===== src/rtl/battery_sprite_fetch.sv =====
// -----------------------------------------------------------------------------
// battery_sprite_fetch
//
// Three-stage pixel pipeline that overlays a battery-level sprite on a VGA
// raster. Sprite position, charge level and the low-battery request are
// sampled once per frame (on frame_start), so a moving sprite or level change
// never tears mid-frame.
//
//   edge 1 : box hit test + sprite ROM address
//   edge 2 : ROM read in flight, hit delayed to line up with rom_q
//   edge 3 : transparency key / blink gating -> out_hit, out_index
//
// Optional feature macro: BATTERY_SPRITE_BLINK_EN
//   defined   : low_batt blinks the sprite, toggling every 16 frames
//   undefined : sprite always visible, low_batt ignored
//
// Blink FSM (only with BATTERY_SPRITE_BLINK_EN):
//   state | meaning
//   SHOW  | sprite pixels pass through
//   HIDE  | sprite suppressed (out_hit forced low)
//
// Ports
//   vga_clk      in   pixel clock
//   reset_n      in   async active-low reset
//   frame_start  in   1-cycle pulse at start of vertical blank
//   pix_valid    in   DrawX/DrawY inside the active area
//   DrawX/DrawY  in   current pixel coordinate (10b)
//   BatX/BatY    in   sprite top-left coordinate (10b)
//   level        in   charge level, selects ROM frame (2b)
//   low_batt     in   request blinking
//   rom_addr     out  sprite ROM address (11b, ROM has 1-cycle latency)
//   rom_q        in   ROM data (4b palette index)
//   out_index    out  palette index to downstream lookup
//   out_hit      out  opaque sprite pixel present
// -----------------------------------------------------------------------------
module battery_sprite_fetch #(
    parameter int         SPR_W      = 32,
    parameter int         SPR_H      = 16,
    parameter logic [3:0] TRANSP_IDX = 4'h1
) (
    input  logic        vga_clk,
    input  logic        reset_n,
    input  logic        frame_start,
    input  logic        pix_valid,
    input  logic [9:0]  DrawX,
    input  logic [9:0]  DrawY,
    input  logic [9:0]  BatX,
    input  logic [9:0]  BatY,
    input  logic [1:0]  level,
    input  logic        low_batt,
    output logic [10:0] rom_addr,
    input  logic [3:0]  rom_q,
    output logic [3:0]  out_index,
    output logic        out_hit
);

    localparam int FRAME_PIX = SPR_W * SPR_H;

    // ------------------------------------------------------------------
    // Per-frame shadow registers
    // ------------------------------------------------------------------
    logic [9:0] bat_x_s;
    logic [9:0] bat_y_s;
    logic [1:0] level_s;

    always_ff @(posedge vga_clk or negedge reset_n) begin
        if (!reset_n) begin
            bat_x_s <= '0;
            bat_y_s <= '0;
            level_s <= '0;
        end else if (frame_start) begin
            bat_x_s <= BatX;
            bat_y_s <= BatY;
            level_s <= level;
        end
    end

    // ------------------------------------------------------------------
    // Blink control
    // ------------------------------------------------------------------
    logic visible;

`ifdef BATTERY_SPRITE_BLINK_EN
    typedef enum logic {
        SHOW = 1'b0,
        HIDE = 1'b1
    } blink_t;

    blink_t     blink_state;
    logic [3:0] frame_cnt;

    // The FSM only moves on frame_start and acts on the low_batt value being
    // latched that same cycle, so state + counter are themselves the frame
    // shadow of low_batt; a mid-frame low_batt change cannot affect this frame.
    always_ff @(posedge vga_clk or negedge reset_n) begin
        if (!reset_n) begin
            blink_state <= SHOW;
            frame_cnt   <= '0;
            visible     <= 1'b1;
        end else if (frame_start) begin
            if (!low_batt) begin
                blink_state <= SHOW;
                frame_cnt   <= '0;
                visible     <= 1'b1;
            end else begin
                frame_cnt <= frame_cnt + 4'd1;
                if (frame_cnt == 4'hF) begin
                    case (blink_state)
                        SHOW: begin
                            blink_state <= HIDE;
                            visible     <= 1'b0;
                        end
                        default: begin
                            blink_state <= SHOW;
                            visible     <= 1'b1;
                        end
                    endcase
                end
            end
        end
    end
`else
    logic unused_low_batt;

    assign visible         = 1'b1;
    assign unused_low_batt = low_batt;
`endif

    // ------------------------------------------------------------------
    // Stage 1: hit test and ROM address
    // ------------------------------------------------------------------
    // Compares are done in 11 bits so a box that extends past X=1023 (or
    // Y=1023) does not wrap around to the left/top edge.
    logic [10:0] x_ext, y_ext;
    logic [10:0] x_lo, x_hi, y_lo, y_hi;
    logic [9:0]  dx, dy;
    logic        in_box;
    logic [10:0] addr_next;

    assign x_ext = {1'b0, DrawX};
    assign y_ext = {1'b0, DrawY};
    assign x_lo  = {1'b0, bat_x_s};
    assign y_lo  = {1'b0, bat_y_s};
    assign x_hi  = x_lo + 11'(SPR_W - 1);
    assign y_hi  = y_lo + 11'(SPR_H - 1);

    assign in_box = pix_valid &&
                    (x_ext >= x_lo) && (x_ext <= x_hi) &&
                    (y_ext >= y_lo) && (y_ext <= y_hi);

    assign dx = DrawX - bat_x_s;
    assign dy = DrawY - bat_y_s;

    assign addr_next = 11'(level_s) * 11'(FRAME_PIX)
                     + 11'(dy) * 11'(SPR_W)
                     + 11'(dx);

    // ------------------------------------------------------------------
    // Pipeline registers
    // ------------------------------------------------------------------
    logic hit1;
    logic hit2;

    always_ff @(posedge vga_clk or negedge reset_n) begin
        if (!reset_n) begin
            hit1      <= 1'b0;
            rom_addr  <= '0;
            hit2      <= 1'b0;
            out_hit   <= 1'b0;
            out_index <= '0;
        end else begin
            // edge 1
            hit1     <= in_box;
            rom_addr <= in_box ? addr_next : 11'd0;
            // edge 2: rom_q for this pixel arrives alongside hit2
            hit2     <= hit1;
            // edge 3
            if (hit2 && (rom_q != TRANSP_IDX) && visible) begin
                out_hit   <= 1'b1;
                out_index <= rom_q;
            end else begin
                out_hit   <= 1'b0;
                out_index <= 4'h0;
            end
        end
    end

endmodule


===== config.mk =====
export PLATFORM = sky130hd
export DESIGN_NAME = battery_sprite_fetch
export DESIGN_NICKNAME = d
export VERILOG_FILES = /design/src/rtl/battery_sprite_fetch.sv
export SDC_FILE = /design/constraint.sdc
export NUM_CORES = 1
export LEC_CHECK = 0
export BUFFER_PORTS_ARGS = -buffer_cell sky130_fd_sc_hd__buf_2
export CAP_MARGIN = 10
export CORE_AREA = 2 2 99 101
export DETAILED_ROUTE_END_ITERATION = 6
export DIE_AREA = 0 0 101 103
export GPL_TIMING_DRIVEN = 0
export PLACE_DENSITY = 0.61
export SKIP_CTS_REPAIR_TIMING = 1
export SLEW_MARGIN = 20
export SYNTH_ARGS = -nofsm -noshare
export SYNTH_HDL_FRONTEND = slang
export SYNTH_SLANG_ARGS = --single-unit

===== constraint.sdc =====
create_clock -name vga_clk -period 4.8 [get_ports vga_clk]
set_input_delay 0.24 -clock vga_clk [delete_from_list [all_inputs] [get_ports vga_clk]]
set_output_delay 0.24 -clock vga_clk [all_outputs]
set_load 0.01 [all_outputs]

==> results of run 1 <==
power by group through the flow:
stage,clock network (W),registers [W],logic (W)
2_1_floorplan,0,0.000383,0.000394
3_3_place_gp,0,0.000382,0.000506
3_5_place_dp,0,0.000383,0.000521
4_1_cts,0.000301,0.000376,0.000527
5_1_grt,0.000316,0.000380,0.000589
6_report,0.000289,0.000376,0.000524
cell type report:
type | instances | share of cell area
timing repair buffer | 64 | 0.08429
multi-input combinational | 253 | 0.5407
sequential | 40 | 0.2634
tap | 114 | 0.03754
clock inverter | 3 | 0.01251
buffer | 7 | 0.01185
clock buffer | 5 | 0.01811
inverter | 32 | 0.03161
registers in the layout, indices dropped and copies added, names as in the netlist:
name / count
bat_x_s: 10
bat_y_s: 10
hit1: 1
hit2: 1
level_s: 2
out_hit: 1
out_index: 4
rom_addr: 11
critical path, delay by kind of cell, from the launching register on:
family                   cells  cell delay [ns]
buffers and inverters        1             0.13
adder cells (fa/ha/maj)      4             1.27
flip-flops                   1             0.44
XOR/XNOR                     2             0.33
AO/OA/AOI/OAI                5             0.94
AND/OR/NAND/NOR              3             0.40
how the worst max path moves through the flow:
| stage | startpoint | slack, ns | end | depth (start not counted) |
|---|---|---|---|---|
| 3_5_place_dp | DrawX[0] | 1.20 | rom_addr[10] | 18 |
| 3_3_place_gp | DrawX[0] | 1.19 | rom_addr[10] | 18 |
| 6_report | bat_x_s[3] | 1.16 | rom_addr[10] | 15 |
| 2_1_floorplan | bat_x_s[3] | 1.51 | rom_addr[10] | 15 |
| 5_1_grt | bat_x_s[3] | 0.94 | rom_addr[10] | 15 |
| 4_1_cts | bat_x_s[3] | 1.18 | rom_addr[10] | 15 |
cells in the final DEF (no fill, tap or decap), drive strengths merged, types with 3 or more instances in the layout:
master   n
buf     66
inv     31
o21ai   28
a21oi   16
a211oi   5
a21o     9
o32ai    3
nand2   34
nor3    15
xnor2   25
nor4b    3
nor2    12
and2     4
clkbuf  10
ha      50
nand4    7
dfrtp   40
clkinv   3
xor2     5
fa       4
nor2b    5
nand3    3
layer usage:
metal	share of wire	vias to the layer above	track usage
met5	0	-	0
met4	0.017	0	0.04886
met3	0.035	11	0.01831
met2	0.47	51	0.2600
met1	0.47	1220	0.1860
li1	-	1311	-
cell usage after synthesis (2+ instances only):
cell | count | area, um2
a2111o_1 | 2 | 22.52
nand4_1 | 6 | 37.54
nor3_2 | 10 | 100.1
nor2b_1 | 5 | 31.28
a31oi_1 | 2 | 12.51
nand3_1 | 3 | 15.01
clkbuf_1 | 5 | 18.77
dfrtp_1 | 40 | 1001
xnor2_1 | 25 | 219.0
nand2_1 | 34 | 127.6
inv_1 | 31 | 116.4
a21oi_1 | 16 | 80.08
mux2_2 | 2 | 22.52
xor2_1 | 5 | 43.79
nor3_1 | 5 | 25.02
o21ai_0 | 26 | 130.1
and2_1 | 4 | 25.02
o32ai_1 | 2 | 17.52
nor2_1 | 10 | 37.54
o21ai_1 | 2 | 10.01
a211oi_1 | 3 | 22.52
nor2_2 | 2 | 12.51
ha_1 | 50 | 625.6
fa_1 | 4 | 80.08
a21o_1 | 9 | 67.56
logic make-up (layout without fill, tap and decap cells):
group	count (synthesis)	in the layout
multiplexers	2	2
adder cells (fa/ha/maj)	54	54
AO/OA/AOI/OAI	76	76
XOR/XNOR	30	30
buffers and inverters	39	111
AND/OR/NAND/NOR	91	91
flip-flops	40	40
per-stage QoR:
stage,util,total power [W]
after floorplan,-,0.0007771
after global placement,0.3894,0.0008883
after detailed placement,0.3894,0.0009040
after CTS,0.4017,0.001204
after global routing,0.4017,0.001285
final,0.4017,0.001189
==> results.cfg, run 1 <==
[routing]
ant_nets = 0
finalWirelength_mm = 7.373
drtPass1Iterations = 4
vias_per_cell = 5.006
num_vias = 2593
drt_iter0_markers = 104
wl_per_cell_um = 14.23
drc_errors = 0

[synth]
synth-edff-count = 0
synthAdderAreaFrac = 0.2191
syn_nets = 437
yosys.area_share.xor_xnor = 0.08159
synth_mux_area_frac = 0.006993
synth_compound_area_frac = 0.1616
yosys.cell_types.count = 54
synthSimpleGateAreaFrac = 0.1686
synth_cells = 332
seq_area_frac_synth = 0.3108
synth_seq_cells = 40
async_flop_share = 1.000
syn_avg_cell_area_um2 = 9.701
syn-cell-area_um2 = 3221
synth_top_family_by_area = adder cells
ys.flop_type = dfrtp_1
ys_warn_count = 0

[worst_setup_path]
reg2reg_from = bat_x_s[3]
timing.rr.end = rom_addr[10]
startpoint_type = flip-flop
crit_chain = inv_1 > ha_1 > a21oi_1 > nand2_1 > a21o_1 > a21oi_1 > xnor2_1 > ha_1 > ha_1 > fa_1 > a21o_1 > a21oi_1 > xnor2_1 > nand3_1 > nor4b_2
worst-setup-path-type = reg2reg
slowest_stage = dfrtp_1
critPathCaptureType = flip-flop
path_max_fanout = 5
r2r_cells = 15
cpPeakStageDelay_ns = 0.44
worstPathRequired_ns = 4.98
r2r_slack_ns = 1.16
cp_data_arrival_time_ns = 3.82

[floorplan]
rows = 36
dieArea_um2 = 10400
die_x_um = 101
io_pins = 67
fp.dieH_um = 103
start_util = 0.3405
coreArea_um2 = 9459

[timing]
final_hold_viol_count = 0
drv_slew = 0
max_freq_ghz = 0.2750
setup_viol = 0
tns_ns = 0
fin_crit_ns = 3.637
worstMarginPinSlew_ns = 0.8984
slew_headroom = 0.4010
rsz0062_at_grt = no
holdWs_ns = 0.06205
min_period_over_period = 0.7576
setup_slack_ns = 1.163
skew_ns = 0.007667

[status]
outcome = finished clean

[clock_tree]
htreeDepth = 2
cts_root_buf = clkbuf_8
clk_path_buf_depth = 2
clk_pin_slew_ns = 0.09
cts_tree = built
clock_sinks = 40
cts_made_buffers = 5
clock_latency_ns = 0.30

[global_route]
first_global_vias = 2664
grt_overflow = 0
antenna_found_initial = 0
grt_pass1_wl_mm = 12.05
groute.usage.overall = 0.1468
grt_max_degree = 41

[pwr]
seqPwrFrac = 0.316
switchingPower_w = 0.0004399
p_sw_frac = 0.3698
comb_power_share = 0.441
vdd_ir_drop_max_v = 0.0001156
power_frac_clock = 0.243
p_per_area_nw_per_um2 = 313.0
leakage_nw = 1.843
p_int_w = 0.0007495

[placed_design]
post-place-ws_ns = 1.197
dp_hpwl_mm = 6.039
post-place-cells = 510
io_buffers = 64
dpl_cell_area_um2 = 3684
gp_congestion = 0.9085

[cells_and_area]
final_cells = 518
fin_area_um2 = 3800
fillers = 964
nNetsFinal = 508
diodes = 0
seq_area_um2 = 1001
drive_above_1_share = 0.2401
multi_input_area_um2 = 2054
area_delta_synth_final_pct = 17.99

[worst_hold_path]
hp-class = in2async

[flow_run]
max_cap_viol_count = 0
Power figures use the tool's default switching activity.
==> run 2: changes to the inputs <==
clock period = 3.5 ns   (was 4.8 ns; I/O delays follow)
==> results.cfg, run 2 (synthesis results as in run 1) <==
[status]
outcome = finished, violations left
violations = hold timing

[clock_tree]
cts_made_buffers = 5
cts_root_buf = clkbuf_8
clock_sinks = 40
clock_latency_ns = 0.30
clk_pin_slew_ns = 0.09
clk_path_buf_depth = 2
htreeDepth = 2
cts_tree = built

[worst_setup_path]
reg2reg_from = bat_x_s[3]
path_max_fanout = 5
r2r_cells = 15
cp_top_family = adder cells
path_buf_inv = 1
critPathCaptureType = flip-flop
timing.rr.end = rom_addr[10]
crit_chain = inv_2 > ha_2 > a21oi_2 > nand2_2 > a21o_1 > a21oi_2 > xnor2_1 > ha_1 > ha_4 > fa_2 > a21o_1 > a21oi_2 > xnor2_2 > a21oi_2 > nor4b_2
slowest_stage = dfrtp_2
r2r_slack_ns = 0.15
worstPathRequired_ns = 3.71
cp_common_cell = a21oi_2
cpPeakStageDelay_ns = 0.45
startpoint_type = flip-flop
cp_data_arrival_time_ns = 3.55
worst-setup-path-type = reg2reg

[pwr]
leakage_nw = 1.857
switchingPower_w = 0.0006278
vdd_ir_drop_max_v = 0.0001637
comb_power_share = 0.461
p_per_area_nw_per_um2 = 435.1
seqPwrFrac = 0.305
power_frac_clock = 0.233
p_sw_frac = 0.3713
p_int_w = 0.001063

[placed_design]
dp_hpwl_mm = 6.039
gp_congestion = 0.9085
post-place-cells = 510
io_buffers = 64

[floorplan]
rows = 36
fp.dieH_um = 103
dieArea_um2 = 10400
die_x_um = 101
io_pins = 67
start_util = 0.3405
coreArea_um2 = 9459

[cells_and_area]
largest_register = rom_addr
reg_top3 = rom_addr x11, bat_x_s x10, bat_y_s x10
diodes = 0
largest_reg_flops = 11
area_delta_synth_final_pct = 20.67
fin_util = 0.4108
nNetsFinal = 511
final_cells = 521
mostFrequentLayoutCell = buf_2
drive_above_1_share = 0.2899
layout_common_cells = 64 x buf_2, 46 x ha_1, 39 x dfrtp_1

[timing]
final_hold_viol_count = 1
slew_headroom = 0.4025
min_period_over_period = 0.9559
worstMarginPinSlew_ns = 0.8962
holdWs_ns = -0.00008987
max_freq_ghz = 0.2989
fin_crit_ns = 3.346
drv_slew = 0
setup_viol = 0
skew_ns = 0.006736

[routing]
ant_nets = 0
topRoutingLayerUsed = met4
finalWirelength_mm = 7.461
met2WireLength_mm = 3.582
num_vias = 2615
drc_errors = 0
met1_length_mm = 3.532
wl_per_cell_um = 14.32
drtPass1Iterations = 4
drt_iter0_markers = 92
vias_per_cell = 5.019
met3_length_um = 216

[global_route]
grt_pass1_wl_mm = 12.05
grt_overflow = 0
grt_max_degree = 41
groute.usage.overall = 0.1468
antenna_found_initial = 0
first_global_vias = 2664

[flow_run]
max_cap_viol_count = 0

[worst_hold_path]
hp-class = in2async
## run 2: area by class of cell
| cell class | instances | area (um2) |
|---|---|---|
| inverters | 32 | 123.9 |
| flip-flops and latches | 40 | 1002 |
| clock buffers | 5 | 68.82 |
| fillers | 966 | 5573 |
| repair buffers | 67 | 342.8 |
| multi-input cells | 253 | 2113 |
| plain buffers | 7 | 45.04 |
| clock inverters | 3 | 47.55 |
| well taps | 114 | 142.6 |
## run 2: power by group through the flow
stage,logic [W],registers [W],clock network (W)
2_1_floorplan,0.000541,0.000525,0
3_3_place_gp,0.000694,0.000524,0
3_5_place_dp,0.000714,0.000526,0
4_1_cts,0.000722,0.000516,0.000412
5_1_grt,0.000870,0.000522,0.000434
6_report,0.000780,0.000516,0.000394
## run 2: metrics by stage
step,TNS (ns),power (W),setup WS (ns),area (um2),hold WS (ns)
floorplan,0,0.001066,0.2124,3221,-0.1206
global placement,-0.07222,0.001218,-0.07222,3684,0.3444
detailed placement,-0.08619,0.001240,-0.08619,3684,0.3568
CTS,-0.1231,0.001651,-0.1231,3800,0.03273
global route,-0.01108,0.001826,-0.01108,3886,0.07963
finish,0,0.001691,0.1543,3886,-0.00008987
## run 2: worst max path at each step
stage,from,end,slack [ns],cells after the start
floorplan,bat_x_s[3],rom_addr[10],0.21,15
global placement,bat_x_s[3],rom_addr[10],-0.07,15
detailed placement,bat_x_s[3],rom_addr[10],-0.09,15
CTS,bat_x_s[3],rom_addr[10],-0.12,15
global route,bat_x_s[0],rom_addr[10],-0.01,16
finish,bat_x_s[3],rom_addr[10],0.15,15
## run 2: per-layer routing
metal  track usage  vias to the layer above
met4       0.04886                        0
met2        0.2600                       54
met5             0                        -
met1        0.1860                     1228
met3       0.01831                       12
li1              -                     1321
